File: src/rtl/pwm_pkg.sv
// Shared types and helpers for the PWM compare stage and its bench.
// Holds the run/off state encoding and the duty saturation rule.
package pwm_pkg;

    localparam int unsigned DEFAULT_WIDTH     = 4;
    localparam int unsigned DEFAULT_PERIODS_W = 4;

    typedef enum logic {
        OFF = 1'b0,
        RUN = 1'b1
    } pwm_state_e;

    // Duties above a full period (2**width high cycles) clamp to a full period.
    function automatic int unsigned sat_duty(input int unsigned data, input int unsigned width);
        int unsigned max_duty;
        max_duty = 32'd1 << width;
        return (data > max_duty) ? max_duty : data;
    endfunction

endpackage

File: src/rtl/duty_shadow.sv
// Duty shadow register: accepts one duty write via valid/ready and
// hands it to the active duty only on a period boundary.
module duty_shadow
    import pwm_pkg::*;
#(
    parameter int unsigned WIDTH = DEFAULT_WIDTH
) (
    input  logic             CLK,
    input  logic             ASYNCRESET,
    input  logic             wrap,
    input  logic             duty_valid,
    input  logic [WIDTH:0]   duty_data,
    output logic             duty_ready,
    output logic [WIDTH:0]   active_duty
);

    localparam int unsigned DW = WIDTH + 1;

    logic [WIDTH:0] shadow;
    logic           pending;
    logic           accept;
    logic [WIDTH:0] duty_sat;

    assign duty_ready = !pending;
    assign accept     = duty_valid && !pending;
    assign duty_sat   = DW'(sat_duty(32'(duty_data), WIDTH));

    // Accept and apply are exclusive: accept needs pending=0, apply needs pending=1,
    // so a write landing on a wrap edge waits for the following wrap.
    always_ff @(posedge CLK or posedge ASYNCRESET) begin
        if (ASYNCRESET) begin
            shadow      <= '0;
            pending     <= 1'b0;
            active_duty <= '0;
        end else if (wrap && pending) begin
            active_duty <= shadow;
            pending     <= 1'b0;
        end else if (accept) begin
            shadow  <= duty_sat;
            pending <= 1'b1;
        end
    end

endmodule

File: src/rtl/pwm_compare.sv
// PWM compare stage: turns the free-running count into a registered PWM
// output and a periodic interrupt, with duty changes only at period boundaries.
module pwm_compare
    import pwm_pkg::*;
#(
    parameter int unsigned WIDTH     = DEFAULT_WIDTH,
    parameter int unsigned PERIODS_W = DEFAULT_PERIODS_W
) (
    input  logic                 CLK,
    input  logic                 ASYNCRESET,
    input  logic [WIDTH-1:0]     count,
    input  logic                 wrap,
    input  logic                 enable,
    input  logic                 duty_valid,
    input  logic [WIDTH:0]       duty_data,
    output logic                 duty_ready,
    input  logic [PERIODS_W-1:0] irq_periods,
    output logic [WIDTH:0]       active_duty,
    output logic                 pwm_out,
    output logic                 period_irq
);

    pwm_state_e           state;
    pwm_state_e           state_next;
    logic [WIDTH:0]       count_ext;
    logic                 pwm_next;
    logic [PERIODS_W-1:0] period_cnt;
    logic [PERIODS_W-1:0] period_cnt_next;
    logic                 irq_next;

    duty_shadow #(
        .WIDTH(WIDTH)
    ) u_shadow (
        .CLK        (CLK),
        .ASYNCRESET (ASYNCRESET),
        .wrap       (wrap),
        .duty_valid (duty_valid),
        .duty_data  (duty_data),
        .duty_ready (duty_ready),
        .active_duty(active_duty)
    );

    always_comb begin
        state_next = state;
        if (wrap) begin
            state_next = enable ? RUN : OFF;
        end
    end

    assign count_ext = {1'b0, count};
    assign pwm_next  = (state_next == RUN) && (count_ext < active_duty);

    // A match on a RUN wrap still pulses even if that wrap also drops to OFF:
    // the period it closes was completed.
    always_comb begin
        period_cnt_next = period_cnt;
        irq_next        = 1'b0;
        if (irq_periods == '0) begin
            period_cnt_next = '0;
        end else if (wrap && (state == RUN)) begin
            if (period_cnt == irq_periods - PERIODS_W'(1)) begin
                period_cnt_next = '0;
                irq_next        = 1'b1;
            end else if (period_cnt >= irq_periods) begin
                period_cnt_next = '0;
            end else begin
                period_cnt_next = period_cnt + PERIODS_W'(1);
            end
        end
        if (state_next == OFF) begin
            period_cnt_next = '0;
        end
    end

    always_ff @(posedge CLK or posedge ASYNCRESET) begin
        if (ASYNCRESET) begin
            state      <= OFF;
            pwm_out    <= 1'b0;
            period_irq <= 1'b0;
            period_cnt <= '0;
        end else begin
            state      <= state_next;
            pwm_out    <= pwm_next;
            period_irq <= irq_next;
            period_cnt <= period_cnt_next;
        end
    end

endmodule
File: config.mk
export PLATFORM = sky130hd
export DESIGN_NAME = pwm_compare
export DESIGN_NICKNAME = d
export VERILOG_FILES = /design/src/rtl/pwm_pkg.sv /design/src/rtl/duty_shadow.sv /design/src/rtl/pwm_compare.sv
export SDC_FILE = /design/constraint.sdc
export NUM_CORES = 1
export LEC_CHECK = 0
export CORE_ASPECT_RATIO = 0.75
export CORE_MARGIN = 2
export CORE_UTILIZATION = 45
export CTS_CLUSTER_DIAMETER = 80
export CTS_CLUSTER_SIZE = 16
export DETAILED_ROUTE_END_ITERATION = 8
export GPL_TIMING_DRIVEN = 0
export HOLD_SLACK_MARGIN = 0.1
export PLACE_DENSITY_LB_ADDON = 0.12
export SLEW_MARGIN = 20
export SYNTH_ARGS = -nofsm -noshare
export SYNTH_HDL_FRONTEND = slang
export SYNTH_HIERARCHICAL = 1
export SYNTH_SLANG_ARGS = --single-unit
File: constraint.sdc
create_clock -name CLK -period 2.6 [get_ports CLK]
set_input_delay 0.52 -clock CLK [delete_from_list [all_inputs] [get_ports CLK]]
set_output_delay 0.52 -clock CLK [all_outputs]
set_load 0.05 [all_outputs]
# ---- Word level (Yosys, flattened, before mapping)
# Cells that the tools add are included.
dict set report classes {
  n_reduce_logical 8
  order_cmp 3
  n_addsub 2
  n_eq_ne 2
  n_bitwise 1
  muxes 13
  div 0
  shift 0
  multipliers 0
}
# op n
set op_table {}
lappend op_table {{$mux 4} 5}
lappend op_table {{$mux 1} 7}
lappend op_table {{$gt 5x5->1 const B} 1}
lappend op_table {{$lt 4x5->1} 1}
lappend op_table {{$mux 5} 1}
lappend op_table {{$add 4x1->4 const B} 1}
lappend op_table {{$eq 4x4->1} 1}
lappend op_table {{$ge 4x4->1} 1}
lappend op_table {{$logic_and 1x1->1} 4}
lappend op_table {{$logic_not 4->1} 1}
lappend op_table {{$sub 4x1->4 const B} 1}
lappend op_table {{$ne 3x1->1 const B} 1}
lappend op_table {{$reduce_and 2->1} 1}
lappend op_table {{$reduce_bool 2->1} 1}
lappend op_table {{$logic_not 1->1} 1}
lappend op_table {{$not 1->1} 1}
dict set report word_totals {
  word_cells 36
  ff_bits 18
  romBits 0
  latchBits 0
  mem_bits_rw 0
  memories 0
}

# ---- Longest topological paths before layout
dict set report logic_depth {
  depth_word 6
  depth_mapped 7
  ltp_nobuf 7
}

# ---- By module
# The synthesis kept the hierarchy.
# module instances area_per_inst_um2 cells_per_inst
set modules_own_cells {}
lappend modules_own_cells {pwm_compare 1 609.3 62}
lappend modules_own_cells {duty_shadow 1 478.0 31}

# ---- Worst setup path before layout
# Ideal clock, no wire load.
dict set report synth_timing {
  path_type {input-to-reg}
  start {input irq_periods[1]}
  end {register period_cnt[3]}
  required_ns 2.479
  setup_slack_ns 0.575
  path_stages 7
  arrival_ns 1.904
  cell_sequence {inv_1 ha_1 xor3_1 or3_4 o221a_4 a21o_1 a22o_1}
}
dict set report synth_via {
  elab_chain_cells 6
}
# element line
set synth_rtl {}
lappend synth_rtl {{from (decl)} pwm_compare.sv:17} ;# input logic [PERIODS_W-1:0] irq_periods,
lappend synth_rtl {{$sub 4x1->4 or $ge 4x4->1 (tied branches)} {pwm_compare.sv:61, pwm_compare.sv:64}}
lappend synth_rtl {{$eq 4x4->1 or $mux 4 (tied branches)} {pwm_compare.sv:61, pwm_compare.sv:64}}
lappend synth_rtl {{$mux 4} pwm_compare.sv:61} ;# if (period_cnt == irq_periods - PERIODS_W'(1)) begin
lappend synth_rtl {{$mux 4} pwm_compare.sv:60} ;# end else if (wrap && (state == RUN)) begin
lappend synth_rtl {{$mux 4} pwm_compare.sv:58} ;# if (irq_periods == '0) begin
lappend synth_rtl {{$mux 4} pwm_compare.sv:70} ;# if (state_next == OFF) begin
lappend synth_rtl {{to (signal assigned)} pwm_compare.sv:85} ;# period_cnt <= period_cnt_next;
lappend synth_rtl {{to (decl)} pwm_compare.sv:27} ;# logic [PERIODS_W-1:0] period_cnt;
# Several ways; a longest one is shown, not always the timed one. The select of a mux whose other input is x is not followed.
# A chain may end at the register's enable or synchronous reset.

# ---- Final worst setup path
dict set report layout_timing {
  start {input irq_periods[0]}
  end {register period_cnt[3]}
}
# The elaborated chain is that of the path after synthesis.

==> impl_metrics.env <==
export IMPL_async_flop_share_pct=100
export IMPL_synth_mux_area_fraction_pct=15.1
export IMPL_p_comb_share_pct=43.7
export IMPL_synth_top_cell_area_share_pct=41.4
export IMPL_layout_nets=151
export IMPL_synth_common_cells="dfrtp_1 (18), inv_1 (12), ha_1 (10)"
export IMPL_end_kind="register"
export IMPL_power_frac_seq_pct=42.1
export IMPL_syn_num_nets=121
export IMPL_initial_core_util_pct=47.5
export IMPL_overflow=0
export IMPL_syn_area_um2=1090
export IMPL_hold_violations=0
export IMPL_synth_xor_area_share_pct=4.60
export IMPL_crit_fanout=5
export IMPL_cts_resized=0
export IMPL_synth_fa_ha_area_share_pct=11.5
export IMPL_arrival_ns=2.54
export IMPL_postCtsSetupRepairBufs=0
export IMPL_grt_max_degree=12
export IMPL_cp_required_ns=2.78
export IMPL_place_congestion=0.777
export IMPL_synth_top_area_cell="dfrtp_1"
export IMPL_path_buf_inv=2
export IMPL_fin_crit_sh_pct=91.0
export IMPL_tightest_slew_ns=0.503
export IMPL_seq_area_um2=450
export IMPL_cpPeakStageDelay_ns=0.54
export IMPL_yosysMostFrequentCell="dfrtp_1"
export IMPL_path_delay_family="buffers and inverters"
export IMPL_r2r_end="period_cnt[3]"
export IMPL_dieHeight_um=46.6
export IMPL_synth_top_family_by_area="multiplexers"
export IMPL_drive_gt1_share_pct=19.8
export IMPL_fin_setup_tns_ns=0
export IMPL_drc=0
export IMPL_outcome="finished, final reports clean"
export IMPL_p_sw_uw=323
export IMPL_drtPass1Iterations=4
export IMPL_place_hpwl_mm=1.61
export IMPL_multi_input_area_um2=581
export IMPL_design_die_area_um2=2830
export IMPL_path_cells="clkdlybuf4s50_1 > inv_1 > ha_1 > xnor2_1 > or3_4 > o221a_4 > a21o_1 > a22o_1"
export IMPL_synth_simple_gate_area_share_pct=12.1
export IMPL_synthFlopType="dfrtp_1"
export IMPL_clock_latency_ns=0.28
export IMPL_avgRoutedWirePerCell_um=12.2
export IMPL_p_int_uw=562
export IMPL_synth_edff_count=0
export IMPL_core_um2=2290
export IMPL_crit_slowest_cell="clkdlybuf4s50_1"
export IMPL_ir_drop_v=0.000396
export IMPL_cp_startpoint="irq_periods[0]"
export IMPL_cellPowerDensity_nw_per_um2=631
export IMPL_ys_warn_count=6
export IMPL_reg2reg_slack_ns=0.64
export IMPL_fillCellCount=204
export IMPL_fin_util_pct=61.3
export IMPL_rows=15
export IMPL_ant_nets=0
export IMPL_skew_ns=0.00135
export IMPL_max_slew_margin_rel_pct=66.4
export IMPL_postCtsHoldBufs=0
export IMPL_cts_sinks=18
export IMPL_rsz0062_at_grt="no"
export IMPL_io_buffers=25
export IMPL_fin_crit_ns=2.36
export IMPL_vias_per_cell=4.72
export IMPL_start_kind="input port"
export IMPL_syn_avg_cell_area_um2=11.7
export IMPL_clockPowerShare_pct=14.2
export IMPL_min_path_type="in2async"
export IMPL_cts_root_buf="clkbuf_4"
export IMPL_maxSlewViolCount=0
export IMPL_cts_made_buffers=3
export IMPL_total_leakage_power_nw=0.663
export IMPL_antenna_cells=0
export IMPL_drtIter0Drc=26
export IMPL_ys_types=29
export IMPL_total_power_uw=885
export IMPL_num_vias=731
export IMPL_netlist_instances=93
export IMPL_r2r_start="period_cnt[2]"
export IMPL_fmax_mhz=423
export IMPL_cap_violations=0
export IMPL_htree_levels=1
export IMPL_grt_usage_pct=15.5
export IMPL_area_delta_synth_final_pct=29.0
export IMPL_setup_violations=0
export IMPL_ioPinCount=26
export IMPL_seq_area_frac_synth_pct=41.4
export IMPL_swShare_pct=36.5
export IMPL_routed_wl_mm=1.89
export IMPL_clk_pin_slew_ns=0.09
export IMPL_synth_compound_area_share_pct=10.1
export IMPL_synth_area_leaders="dfrtp_1 (41%), ha_1 (12%), mux2_2 (7.2%)"
export IMPL_antenna_found_initial=0
export IMPL_grt_pass1_wl_mm=3.11
export IMPL_criticalPathCategory="in2reg"
export IMPL_ys_ff_latch=18
export IMPL_grt_pass1_vias=689
export IMPL_cts_tree="done"
export IMPL_die_x_um=60.8
export IMPL_cts_max_path_buffers=2
export IMPL_worstRegToRegCells=5
==> cells by family (layout without fill, tap and decap cells) <==
logic type,count (synthesis),in the layout
adder cells (fa/ha/maj),10,10
XOR/XNOR,4,4
buffers and inverters,13,41
AND/OR/NAND/NOR,21,21
AO/OA/AOI/OAI,14,14
flip-flops,18,18
multiplexers,13,13
==> power by group through the flow <==
stage / Combinational, mW / Clock [mW] / Sequential, mW
floorplan: 0.153 / 0 / 0.480
global placement: 0.379 / 0 / 0.375
detailed placement: 0.390 / 0 / 0.380
CTS: 0.391 / 0.133 / 0.374
global route: 0.414 / 0.146 / 0.382
finish: 0.387 / 0.125 / 0.373
==> area by class of cell <==
type / count / area share, %
plain buffers: 1 / 0.803
clock buffers: 3 / 1.61
inverters: 12 / 3.21
multi-input cells: 62 / 41.4
flip-flops and latches: 18 / 32.1
well taps: 34 / 3.03
repair buffers: 25 / 17.8
==> layer usage <==
metal  track usage (%)  routed length, µm
met5                 0                  0
met4              2.61                  0
met3              5.90                111
met2              22.8                814
met1              21.9                969
==> registers in the layout, indices dropped and copies added (netlist names) <==
signal,cells
period_irq,1
u_shadow/pending,1
period_cnt,4
pwm_out,1
u_shadow/shadow,5
u_shadow/active_duty,5
state,1
==> metrics by stage <==
step,worst slack [ns],instance area (µm²),cells,hold slack [ns]
after global routing,0.163,1400,155,0.524
after detailed placement,-0.0571,1380,152,0.506
after floorplan,0.575,1090,93,0.323
final,0.235,1400,155,0.498
after CTS,0.246,1400,155,0.501
after global placement,-0.00265,1380,152,0.503
==> worst max path at each step <==
stage | endpoint | depth (start not counted)
final | period_cnt[3] | 8
after global routing | period_cnt[3] | 8
after CTS | period_cnt[3] | 8
after detailed placement | period_cnt[3] | 8
after global placement | period_cnt[3] | 8
after floorplan | period_cnt[3] | 7
==> layout by cell type, fill, tap and decap left out, drive strengths merged, types with 2 or more instances in the layout <==
cell and n:
clkdlybuf4s50 25, dfrtp 18, inv 12, mux2 12
ha 10, nand2 6, a21oi 4, and2b 4
xnor2 3, a21o 3, clkbuf 3, nand2b 2
nor2 2, a22o 2
(Power assumes the default switching activity.)
